--- src/rtl/npu_requant.sv ---
// npu_requant: requantization stage behind the 8x8 NPU MAC array.
//
// Takes the signed 32-bit row accumulators of one matrix-vector pass as a stream.
// For each element it adds a per-row bias, scales by an unsigned multiplier, applies a
// rounding arithmetic right shift (round half up), optionally applies ReLU, and
// saturates to INT8 or UINT8. Four results are packed little-endian into each 32-bit
// output word.
//
// Ports:
//   clk, rst              clock, synchronous active-high reset
//   cfg_we/addr/wdata     config: 0-7 bias[row], 8 mult, 9 shift, 10 ctrl
//                         ({out_unsigned, relu_en}), 11 clear sat_cnt
//   in_valid/ready/data   accumulator stream, in_last ends a frame early
//   out_valid/ready/data  packed result words, out_last marks the frame's final word
//   busy                  frame in progress or pipeline non-empty
//   sat_cnt               saturating count of clamped elements
//
// Pipeline: S1 (bias + multiply) -> S2 (round, ReLU, clamp) -> pack/output register.
// All three stages advance together whenever in_ready is high.
module npu_requant #(
  parameter int unsigned NROWS  = 8,
  parameter int unsigned MULT_W = 16
) (
  input  logic        clk,
  input  logic        rst,
  input  logic        cfg_we,
  input  logic [3:0]  cfg_addr,
  input  logic [31:0] cfg_wdata,
  input  logic        in_valid,
  output logic        in_ready,
  input  logic [31:0] in_data,
  input  logic        in_last,
  output logic        out_valid,
  input  logic        out_ready,
  output logic [31:0] out_data,
  output logic        out_last,
  output logic        busy,
  output logic [15:0] sat_cnt
);

  localparam int unsigned IdxW  = $clog2(NROWS);
  localparam int unsigned SumW  = 33;
  localparam int unsigned ProdW = SumW + MULT_W + 1;

  // Configuration registers
  logic signed [31:0] bias_q [NROWS];
  logic signed [31:0] bias_d [NROWS];
  logic [MULT_W-1:0]  mult_q, mult_d;
  logic [4:0]         shift_q, shift_d;
  logic               relu_q, relu_d;
  logic               uns_q, uns_d;
  logic [15:0]        sat_q, sat_d;

  // Frame position
  logic [IdxW-1:0]    idx_q, idx_d;

  // S1: scaled product
  logic                    s1_valid_q, s1_valid_d;
  logic signed [ProdW-1:0] s1_prod_q, s1_prod_d;
  logic [1:0]              s1_lane_q, s1_lane_d;
  logic                    s1_end_q, s1_end_d;

  // S2: quantized byte
  logic       s2_valid_q, s2_valid_d;
  logic [7:0] s2_byte_q, s2_byte_d;
  logic [1:0] s2_lane_q, s2_lane_d;
  logic       s2_end_q, s2_end_d;

  // Pack and output registers
  logic [31:0] pack_q, pack_d;
  logic        pack_vld_q, pack_vld_d;
  logic        out_valid_q, out_valid_d;
  logic [31:0] out_data_q, out_data_d;
  logic        out_last_q, out_last_d;

  logic advance, accept, frame_end, cfg_ok;

  logic signed [SumW-1:0]  sum;
  logic signed [ProdW-1:0] sum_ext, mult_ext, prod;

  logic signed [ProdW:0] p_ext, half, rnd, rnd_sh, r_relu, hi_v, lo_v;
  logic [7:0]            q_byte;
  logic                  q_clamped;

  logic [31:0] merged;
  logic        emit;

  assign in_ready  = !out_valid_q || out_ready;
  assign advance   = in_ready;
  assign accept    = in_valid && advance;
  assign frame_end = (idx_q == IdxW'(NROWS - 1)) || in_last;

  assign busy      = (idx_q != '0) || s1_valid_q || s2_valid_q || pack_vld_q || out_valid_q;
  assign cfg_ok    = cfg_we && !busy && (cfg_addr <= 4'd10);

  assign out_valid = out_valid_q;
  assign out_data  = out_data_q;
  assign out_last  = out_last_q;
  assign sat_cnt   = sat_q;

  // S1 arithmetic: 33-bit bias sum, then signed x zero-extended multiply.
  always_comb begin
    sum      = {in_data[31], in_data} + {bias_q[idx_q][31], bias_q[idx_q]};
    sum_ext  = {{(ProdW - SumW){sum[SumW-1]}}, sum};
    mult_ext = {{(ProdW - MULT_W){1'b0}}, mult_q};
    prod     = sum_ext * mult_ext;
  end

  // S2 arithmetic: round half up toward +inf, ReLU, clamp.
  always_comb begin
    p_ext  = {s1_prod_q[ProdW-1], s1_prod_q};
    half   = (shift_q == 5'd0) ? '0 : ((ProdW + 1)'(1) << (shift_q - 5'd1));
    rnd    = p_ext + half;
    rnd_sh = rnd >>> shift_q;
    r_relu = (relu_q && rnd_sh[ProdW]) ? '0 : rnd_sh;
    hi_v   = uns_q ? (ProdW + 1)'(255) : (ProdW + 1)'(127);
    lo_v   = uns_q ? '0 : {{(ProdW - 6){1'b1}}, 7'd0};
    q_clamped = 1'b0;
    if (r_relu > hi_v) begin
      q_byte    = hi_v[7:0];
      q_clamped = 1'b1;
    end else if (r_relu < lo_v) begin
      q_byte    = lo_v[7:0];
      q_clamped = 1'b1;
    end else begin
      q_byte    = r_relu[7:0];
    end
  end

  assign merged = pack_q | (32'(s2_byte_q) << {s2_lane_q, 3'b000});
  assign emit   = s2_valid_q && ((s2_lane_q == 2'd3) || s2_end_q);

  always_comb begin
    bias_d      = bias_q;
    mult_d      = mult_q;
    shift_d     = shift_q;
    relu_d      = relu_q;
    uns_d       = uns_q;
    sat_d       = sat_q;
    idx_d       = idx_q;
    s1_valid_d  = s1_valid_q;
    s1_prod_d   = s1_prod_q;
    s1_lane_d   = s1_lane_q;
    s1_end_d    = s1_end_q;
    s2_valid_d  = s2_valid_q;
    s2_byte_d   = s2_byte_q;
    s2_lane_d   = s2_lane_q;
    s2_end_d    = s2_end_q;
    pack_d      = pack_q;
    pack_vld_d  = pack_vld_q;
    out_valid_d = out_valid_q;
    out_data_d  = out_data_q;
    out_last_d  = out_last_q;

    if (advance) begin
      s1_valid_d = accept;
      if (accept) begin
        s1_prod_d = prod;
        s1_lane_d = idx_q[1:0];
        s1_end_d  = frame_end;
        idx_d     = frame_end ? '0 : idx_q + 1'b1;
      end

      s2_valid_d = s1_valid_q;
      if (s1_valid_q) begin
        s2_byte_d = q_byte;
        s2_lane_d = s1_lane_q;
        s2_end_d  = s1_end_q;
        if (q_clamped && (sat_q != 16'hFFFF)) begin
          sat_d = sat_q + 16'd1;
        end
      end

      out_valid_d = emit;
      if (s2_valid_q) begin
        if (emit) begin
          out_data_d = merged;
          out_last_d = s2_end_q;
          pack_d     = '0;
          pack_vld_d = 1'b0;
        end else begin
          pack_d     = merged;
          pack_vld_d = 1'b1;
        end
      end
    end

    if (cfg_ok) begin
      if (cfg_addr < 4'd8) begin
        bias_d[cfg_addr[2:0]] = cfg_wdata;
      end else if (cfg_addr == 4'd8) begin
        mult_d = cfg_wdata[MULT_W-1:0];
      end else if (cfg_addr == 4'd9) begin
        shift_d = cfg_wdata[4:0];
      end else begin
        relu_d = cfg_wdata[0];
        uns_d  = cfg_wdata[1];
      end
    end

    // Clear is accepted even mid-frame and overrides a same-cycle increment.
    if (cfg_we && (cfg_addr == 4'd11)) begin
      sat_d = '0;
    end
  end

  always_ff @(posedge clk) begin
    if (rst) begin
      for (int i = 0; i < int'(NROWS); i++) begin
        bias_q[i] <= '0;
      end
      mult_q      <= MULT_W'(1);
      shift_q     <= '0;
      relu_q      <= 1'b0;
      uns_q       <= 1'b0;
      sat_q       <= '0;
      idx_q       <= '0;
      s1_valid_q  <= 1'b0;
      s1_prod_q   <= '0;
      s1_lane_q   <= '0;
      s1_end_q    <= 1'b0;
      s2_valid_q  <= 1'b0;
      s2_byte_q   <= '0;
      s2_lane_q   <= '0;
      s2_end_q    <= 1'b0;
      pack_q      <= '0;
      pack_vld_q  <= 1'b0;
      out_valid_q <= 1'b0;
      out_data_q  <= '0;
      out_last_q  <= 1'b0;
    end else begin
      bias_q      <= bias_d;
      mult_q      <= mult_d;
      shift_q     <= shift_d;
      relu_q      <= relu_d;
      uns_q       <= uns_d;
      sat_q       <= sat_d;
      idx_q       <= idx_d;
      s1_valid_q  <= s1_valid_d;
      s1_prod_q   <= s1_prod_d;
      s1_lane_q   <= s1_lane_d;
      s1_end_q    <= s1_end_d;
      s2_valid_q  <= s2_valid_d;
      s2_byte_q   <= s2_byte_d;
      s2_lane_q   <= s2_lane_d;
      s2_end_q    <= s2_end_d;
      pack_q      <= pack_d;
      pack_vld_q  <= pack_vld_d;
      out_valid_q <= out_valid_d;
      out_data_q  <= out_data_d;
      out_last_q  <= out_last_d;
    end
  end

endmodule
--- config.mk ---
export PLATFORM = sky130hd
export DESIGN_NAME = npu_requant
export DESIGN_NICKNAME = d
export VERILOG_FILES = /design/src/rtl/npu_requant.sv
export SDC_FILE = /design/constraint.sdc
export NUM_CORES = 2
export LEC_CHECK = 0
export CAP_MARGIN = 20
export CORE_ASPECT_RATIO = 1.2
export CORE_MARGIN = 10
export CORE_UTILIZATION = 35
export CTS_CLUSTER_DIAMETER = 30
export CTS_CLUSTER_SIZE = 24
export DETAILED_ROUTE_END_ITERATION = 10
export PLACE_DENSITY = 0.59
export SYNTH_ARGS = -nofsm -noshare
export SYNTH_HDL_FRONTEND = slang
export SYNTH_SLANG_ARGS = --single-unit
export TNS_END_PERCENT = 20
--- constraint.sdc ---
create_clock -name clk -period 10.55 [get_ports clk]
set_clock_uncertainty 0.05 [all_clocks]
set_input_delay 2.11 -clock clk [delete_from_list [all_inputs] [get_ports clk]]
set_output_delay 2.11 -clock clk [all_outputs]
set_load 0.02 [all_outputs]
---- Yosys cells after proc, flatten, opt, wreduce, memory -nomap -nowiden ----
Index checks and enable logic that the tools add are counted.
word-level totals
  flip-flop bits (word level) ............. 431
  bits of input ports ..................... 74
  output and inout port bits .............. 52
  word-level logic and storage cells ...... 101
cells by class
  $add $sub $neg .......................... 5
  multiply operators ...................... 1
  $lt $le $gt $ge ......................... 7
  equal/unequal tests ..................... 6
  shift-type cells ........................ 3
  multiplexer cells ....................... 17
  bitwise operators ....................... 6
  reductions and logical operators ........ 29
operator list
  kind                                                       number
  bitwise mux 256 bit                                        1
  2-to-1 mux 51 bit                                          3
  2-to-1 mux 32 bit                                          4
  binary-select mux 32 bit (select 3 bit)                    1
  demux 32 bit (select 3 bit)                                1
  adder 50 x 51 -> 51 bit                                    1
  greater-than comparator 51 x 9 -> 1 bit                    1
  less-than comparator 51 bit                                1
  << shifter 1 x 5 -> 51 bit (first input constant)          1
  >>> shifter 51 x 5 -> 51 bit                               1
  multiplier 33 x 17 -> 50 bit                               1
  adder 32 x 32 -> 33 bit                                    1
  bitwise OR 32 bit                                          1
  << shifter 8 x 5 -> 32 bit                                 1
  2-to-1 mux 8 bit                                           3
  adder 16 x 1 -> 16 bit (second input constant)             1
  != test 16 bit (second input constant)                     1
  equality test 4 bit (second input constant)                3
  AND reduction 3 bit                                        3
  greater-or-equal comparator 4 bit (second input constant)  2
  logical AND 1 bit                                          8
  inverter 3 -> 4 bit                                        2
  AND reduction 2 bit                                        4
  AND reduction 4 bit                                        2
  other kinds (15)                                           26

---- Logic depth before layout (Yosys ltp) ----
  depth in word-level cells ............... 12
  depth in mapped cells ................... 49
  mapped depth without buffers ............ 45

---- Least setup slack after synthesis ----
No wires, ideal clock.
  kind .................................... register to register
  start ................................... reg idx_q[0]
  end ..................................... reg s1_prod_q[48]
  library setup time ...................... 0.117 ns
  arrival time ............................ 11.301 ns
  data required time ...................... 10.383 ns
  setup slack ............................. -0.918 ns
  stages on the path, launching flop included .. 46
  buffers on the path ..................... 4
  clock period less this slack ............ 11.468 ns
  cells stage by stage .................... dfxtp_1 -> clkbuf_1 -> buf_1 -> buf_1 -> mux4_2 -> mux2i_1 -> inv_1 -> ha_1 -> a21o_1 -> a21oi_1 -> o21ai_0 -> a21oi_1 -> o21ai_0 -> a21oi_1 -> o21ai_0 -> o41ai_1 -> o21ai_0 -> o2111ai_1 -> (+10 left out) -> inv_1 -> fa_1 -> fa_1 -> inv_1 -> fa_1 -> inv_1 -> ha_1 -> o21a_1 -> o21ai_0 -> or3_1 -> a211oi_1 -> o31ai_1 -> o22ai_1 -> nor4_1 -> nor3_1 -> a41oi_1 -> mux2i_1 -> nand2_1
between the ends
  word-level cells in the longest chain between the ends .. 6
ends and longest elaborated chain
  element                                               line  text
  from (decl)                                           55    logic [IdxW-1:0] idx_q, idx_d;
  from (signal assigned)                                238   idx_q <= idx_d;
  inverter 3 -> 4 bit (implied by the code)             103   sum = {in_data[31], in_data} + {bias_q[idx_q][31], bias_q[idx_q]};
  binary-select mux 32 bit (select 3 bit)               103
  2-to-1 mux 32 bit (implied by the code) (2 in a row)  103
  adder 32 x 32 -> 33 bit                               103
  multiplier 33 x 17 -> 50 bit                          106   prod = sum_ext * mult_ext;
  to (signal assigned)                                  240   s1_prod_q <= s1_prod_d;
  to (decl)                                             59    logic signed [ProdW-1:0] s1_prod_q, s1_prod_d;
Every way passes these cells. The select of a mux whose other input is x is not followed.
A chain may end at the register's enable or synchronous reset.

---- Worst setup path after layout ----
  start ................................... in in_data[1]
  end ..................................... reg s1_prod_q[44]
between the ends
  word-level cells in the longest chain between the ends .. 2
ends and longest elaborated chain
  element                       line  text
  from (decl)                   31    input logic [31:0] in_data,
  adder 32 x 32 -> 33 bit       103
  multiplier 33 x 17 -> 50 bit  106
Every way passes these cells.

==> run summary <==
The average routed wire per standard cell came out at just over 20 µm. The slew at the pin with the worst max-slew slack came out at 1.108 ns. The number of warnings reported in the yosys synthesis log is 0. fa_1 takes more of the synthesized area than any other cell. The area share of the largest cell type after synthesis came out at 0.2166. The run finished with clean final reports. Clock-pin slew was measured on the worst setup and hold paths at roughly 0.05 ns. Sorting the synthesized cells by area gives the leading types as fa_1, dfxtp_1, nand2_1. Counting every net in the synthesized netlist gives around 6.6k.

The first global-routing pass estimated roughly 250 mm of wire. The global route total overflow came out at 0. In the synthesized netlist the dominant register cell turns out to be dfxtp_1. The worst hold path terminates at pack_q[31]. The cell leakage power is around 24 nW.

The placer congestion estimate came out at roughly 1. The multi-input gate area in the final layout is between 30000 and 40000 µm². The total count of max-transition violations in the final report came out at 0. The share of the Yosys chip area taken by registers is 0.1848. The number of global-route vias before repair is 43.50k. The finished layout holds 7889 standard cells, fillers aside. The number of H-tree levels came out at 3. In the final timing run, aggregate negative setup slack is 0 ns.

The core footprint is between 100000 and 150000 µm². The synthesized netlist occupies a cell area of about 47000 µm². The starting utilization of the core area is 0.3530.

The start point of the worst hold path is pack_q[31]. Buffers inserted during clock tree synthesis total a little under 80. In this run the horizontal extent of the chip is 353.4 µm. The detailed-route DRC error count came out at 0. During I/O placement, the number of pins put on the boundary was approximately 130. The count of final hold-check violations came to 0. The number of optimization iterations in the first detailed-route pass is 9. STA classifies the critical path startpoint as a primary input. The async set-reset flop share out of synthesis came out at 0. The number of hold buffers added after CTS was 0.

The number of cells after detailed placement came out at between 7k and 8k. Sorting the synthesized cells by how often they occur yields nand2_1, inv_1, a21oi_1. The violation count after the first detailed-routing iteration is between 3k and 4k. The max-slew headroom at the worst pin came out at 0.2606. The synthesized netlist cell count is about 5.8k. The tightest min-delay check is of the register to register type.

The endpoint kind of the worst setup timing path is a register. The cell with the largest stage delay on the worst path is fa_1. Dividing the final minimum period by the clock period gives 0.9918. The tool flagged a number of max-cap violations equal to 0. The count of unique library cells instantiated by Yosys is 120.

The final number of setup-violating endpoints is 0. The die outline area came out at around 150000 µm². In this run the critical register-to-register path is captured at s1_prod_q[44]. The data required time of the critical path came out at about 11 ns.

The number of antenna violations at the first check in global routing was 7. The total clock sinks is about 430. The total routing resource utilization after global routing is 0.2105. The top achievable clock speed came out at 95.57 MHz.

The power density relative to cell area came out at 98.71 nW/µm². By startpoint and endpoint, the worst setup path is classified as primary input to register. The net count reported at finish is just under 7k. The area added between synthesis and finish came out at 19.43%. Of all nets on the critical path, the largest fanout is 3. The time the final worst path needs with I/O delays and setup is 10.46 ns. The share of post-route cells with drive strength above 1 is 0.1552. The remaining number of nets flagged by the antenna check after routing is 0. The number of inserted filler cells in the final layout came out at 13.35k. The worst vdd rail ir drop is about 0.15 mV. The most common cell in the synthesized netlist is nand2_1. The buffer levels on the longest clock path came out at 3. TritonCTS built the clock tree.

Dividing the detail-routed via count by the number of cells gives around 5.3. The worst-case reg-to-reg path depth is 46. Entering global routing, the biggest net connects between 90 and 100 pins. The count of buffers from port buffering came out at 125. The cell row count came out at 146. For this run, the slowest stage of the critical path takes ~0.55 ns. CTS placed an instance of clkbuf_16 at the clock tree root. The mean area per synthesized cell is 8.081 µm². The height of the chip is 420.1 µm. Summed over all nets, the half-perimeter wirelength after detailed placement is ~120 mm. In this run the critical register-to-register path is launched from idx_q[0].

The most numerous cell on the critical path is fa_1. The total wire length after detailed routing came out at 160.4 mm. The sequential cell area in the final layout came out at 8647 µm². The final route contains approximately 42k vias. Setup repair after global routing could not meet its margin everywhere. The data arrival time of the critical path came out at between 10 and 15 ns. The number of flops mapped to enable cells by yosys is 0. The total of flip-flops plus latches after synthesis is 431. The instance count along the most critical hold path is 2. The worst register-to-register path has a setup slack of 0.33 ns.

The latest clock arrival within the worst-skew pair is between 0.6 and 0.7 ns.
-- how the worst max path moves through the flow --
stage	startpoint	endpoint	slack [ns]	cells past startpoint
2_1_floorplan	in_data[0]	s1_prod_q[49]	-0.06	43
3_3_place_gp	in_data[0]	s1_prod_q[44]	-1.07	43
3_5_place_dp	in_data[0]	s1_prod_q[44]	-1.20	43
4_1_cts	in_data[0]	s1_prod_q[44]	0.006	46
5_1_grt	in_data[0]	s1_prod_q[44]	-0.36	44
6_report	in_data[1]	s1_prod_q[44]	0.09	41
-- worst max-delay path, delay by kind of cell --
kind / cells / cell delay (ns)
buffers and inverters: 6 / 0.57
xor gates and xnor gates: 2 / 0.26
AOI/OAI and AO/OA: 20 / 3.45
adders and majority gates: 8 / 3.67
and+or+nand+nor: 5 / 0.88
-- area by class of cell --
class | instances | share of cell area
Clock buffer | 96 | 0.03804
Antenna cell | 5 | 0.0002244
Tap cell | 1776 | 0.03986
Inverter | 632 | 0.04255
Sequential cell | 431 | 0.1551
Timing Repair Buffer | 584 | 0.08772
Multi-Input combinational cell | 4315 | 0.6243
Clock inverter | 50 | 0.01223
-- timing repair --
item                                    4_1_cts  5_1_grt
endpoints found under the setup margin       12       20
resized for setup                            49       68
cloned                                        0        0
buffers inserted                             22       14
pin swaps                                    87       94
-- routing by layer --
layer	track usage	routed length, µm	vias up	part of all wire
met5	0	24	-	0.00015
met4	0.1125	9411	4	0.059
met3	0.02884	9141	430	0.057
met2	0.3654	77410	1472	0.48
met1	0.2515	64380	20560	0.40
li1	-	-	19700	-
-- kinds of logic after synthesis --
kind of cell | count (synthesis) | share of synthesized area
and+or+nand+nor | 2144 | 0.2104
adders and majority gates | 737 | 0.2787
other | 1 | 0.00008033
buffers and inverters | 1031 | 0.08469
muxes | 216 | 0.06858
xor gates and xnor gates | 110 | 0.02144
AOI/OAI and AO/OA | 1107 | 0.1512
DFF | 431 | 0.1848
-- sequential cells by signal (all words and copies together) (netlist names) --
signal      count
bias_q        256
s1_prod_q      50
out_data       32
pack_q         32
mult_q         16
sat_cnt        16
s2_byte_q       8
shift_q         5
idx_q           3
s1_lane_q       2
s2_lane_q       2
out_last        1
out_valid       1
pack_vld_q      1
relu_q          1
s1_end_q        1
s1_valid_q      1
s2_end_q        1
s2_valid_q      1
uns_q           1
-- layout by cell type, fill, tap and decap left out, drive strengths merged, types with 17 or more instances in the layout --
master / count
a211oi: 74
a21o: 37
a21oi: 545
a31oi: 23
and2: 216
and3: 33
and4: 21
buf: 461
clkbuf: 97
clkdlybuf4s50: 119
clkinv: 27
dfxtp: 431
fa: 505
ha: 232
inv: 637
mux2: 58
mux2i: 82
mux4: 76
nand2: 1127
nand2b: 42
nand3: 83
nand4: 60
nor2: 351
nor2b: 37
nor3: 78
nor4: 20
o2111ai: 19
o211ai: 35
o21a: 43
o21ai: 119
o221ai: 17
o22ai: 17
or3: 26
xnor2: 80
xor2: 30
-- report_power, final --
part           switching, W  internal [W]  leakage, nW
registers         0.0000510       0.00167         3.49
logic              0.000676      0.000484         19.0
clock network      0.000926       0.00170         1.35
-- per-stage QoR --
stage / hold WS [ns] / instance area, µm² / util / total power, W / worst slack (ns)
2_1_floorplan: 0.3581 / 46860 / - / 0.002416 / -0.05839
3_3_place_gp: 0.3651 / 52130 / 0.3941 / 0.002850 / -1.071
3_5_place_dp: 0.3666 / 52130 / 0.3941 / 0.002859 / -1.203
4_1_cts: 0.3748 / 55340 / 0.4184 / 0.005506 / 0.005597
5_1_grt: 0.4151 / 55750 / 0.4215 / 0.005731 / -0.3617
6_report: 0.3729 / 55750 / 0.4216 / 0.005503 / 0.08645
No activity file was read; power rests on OpenSTA's default activity.
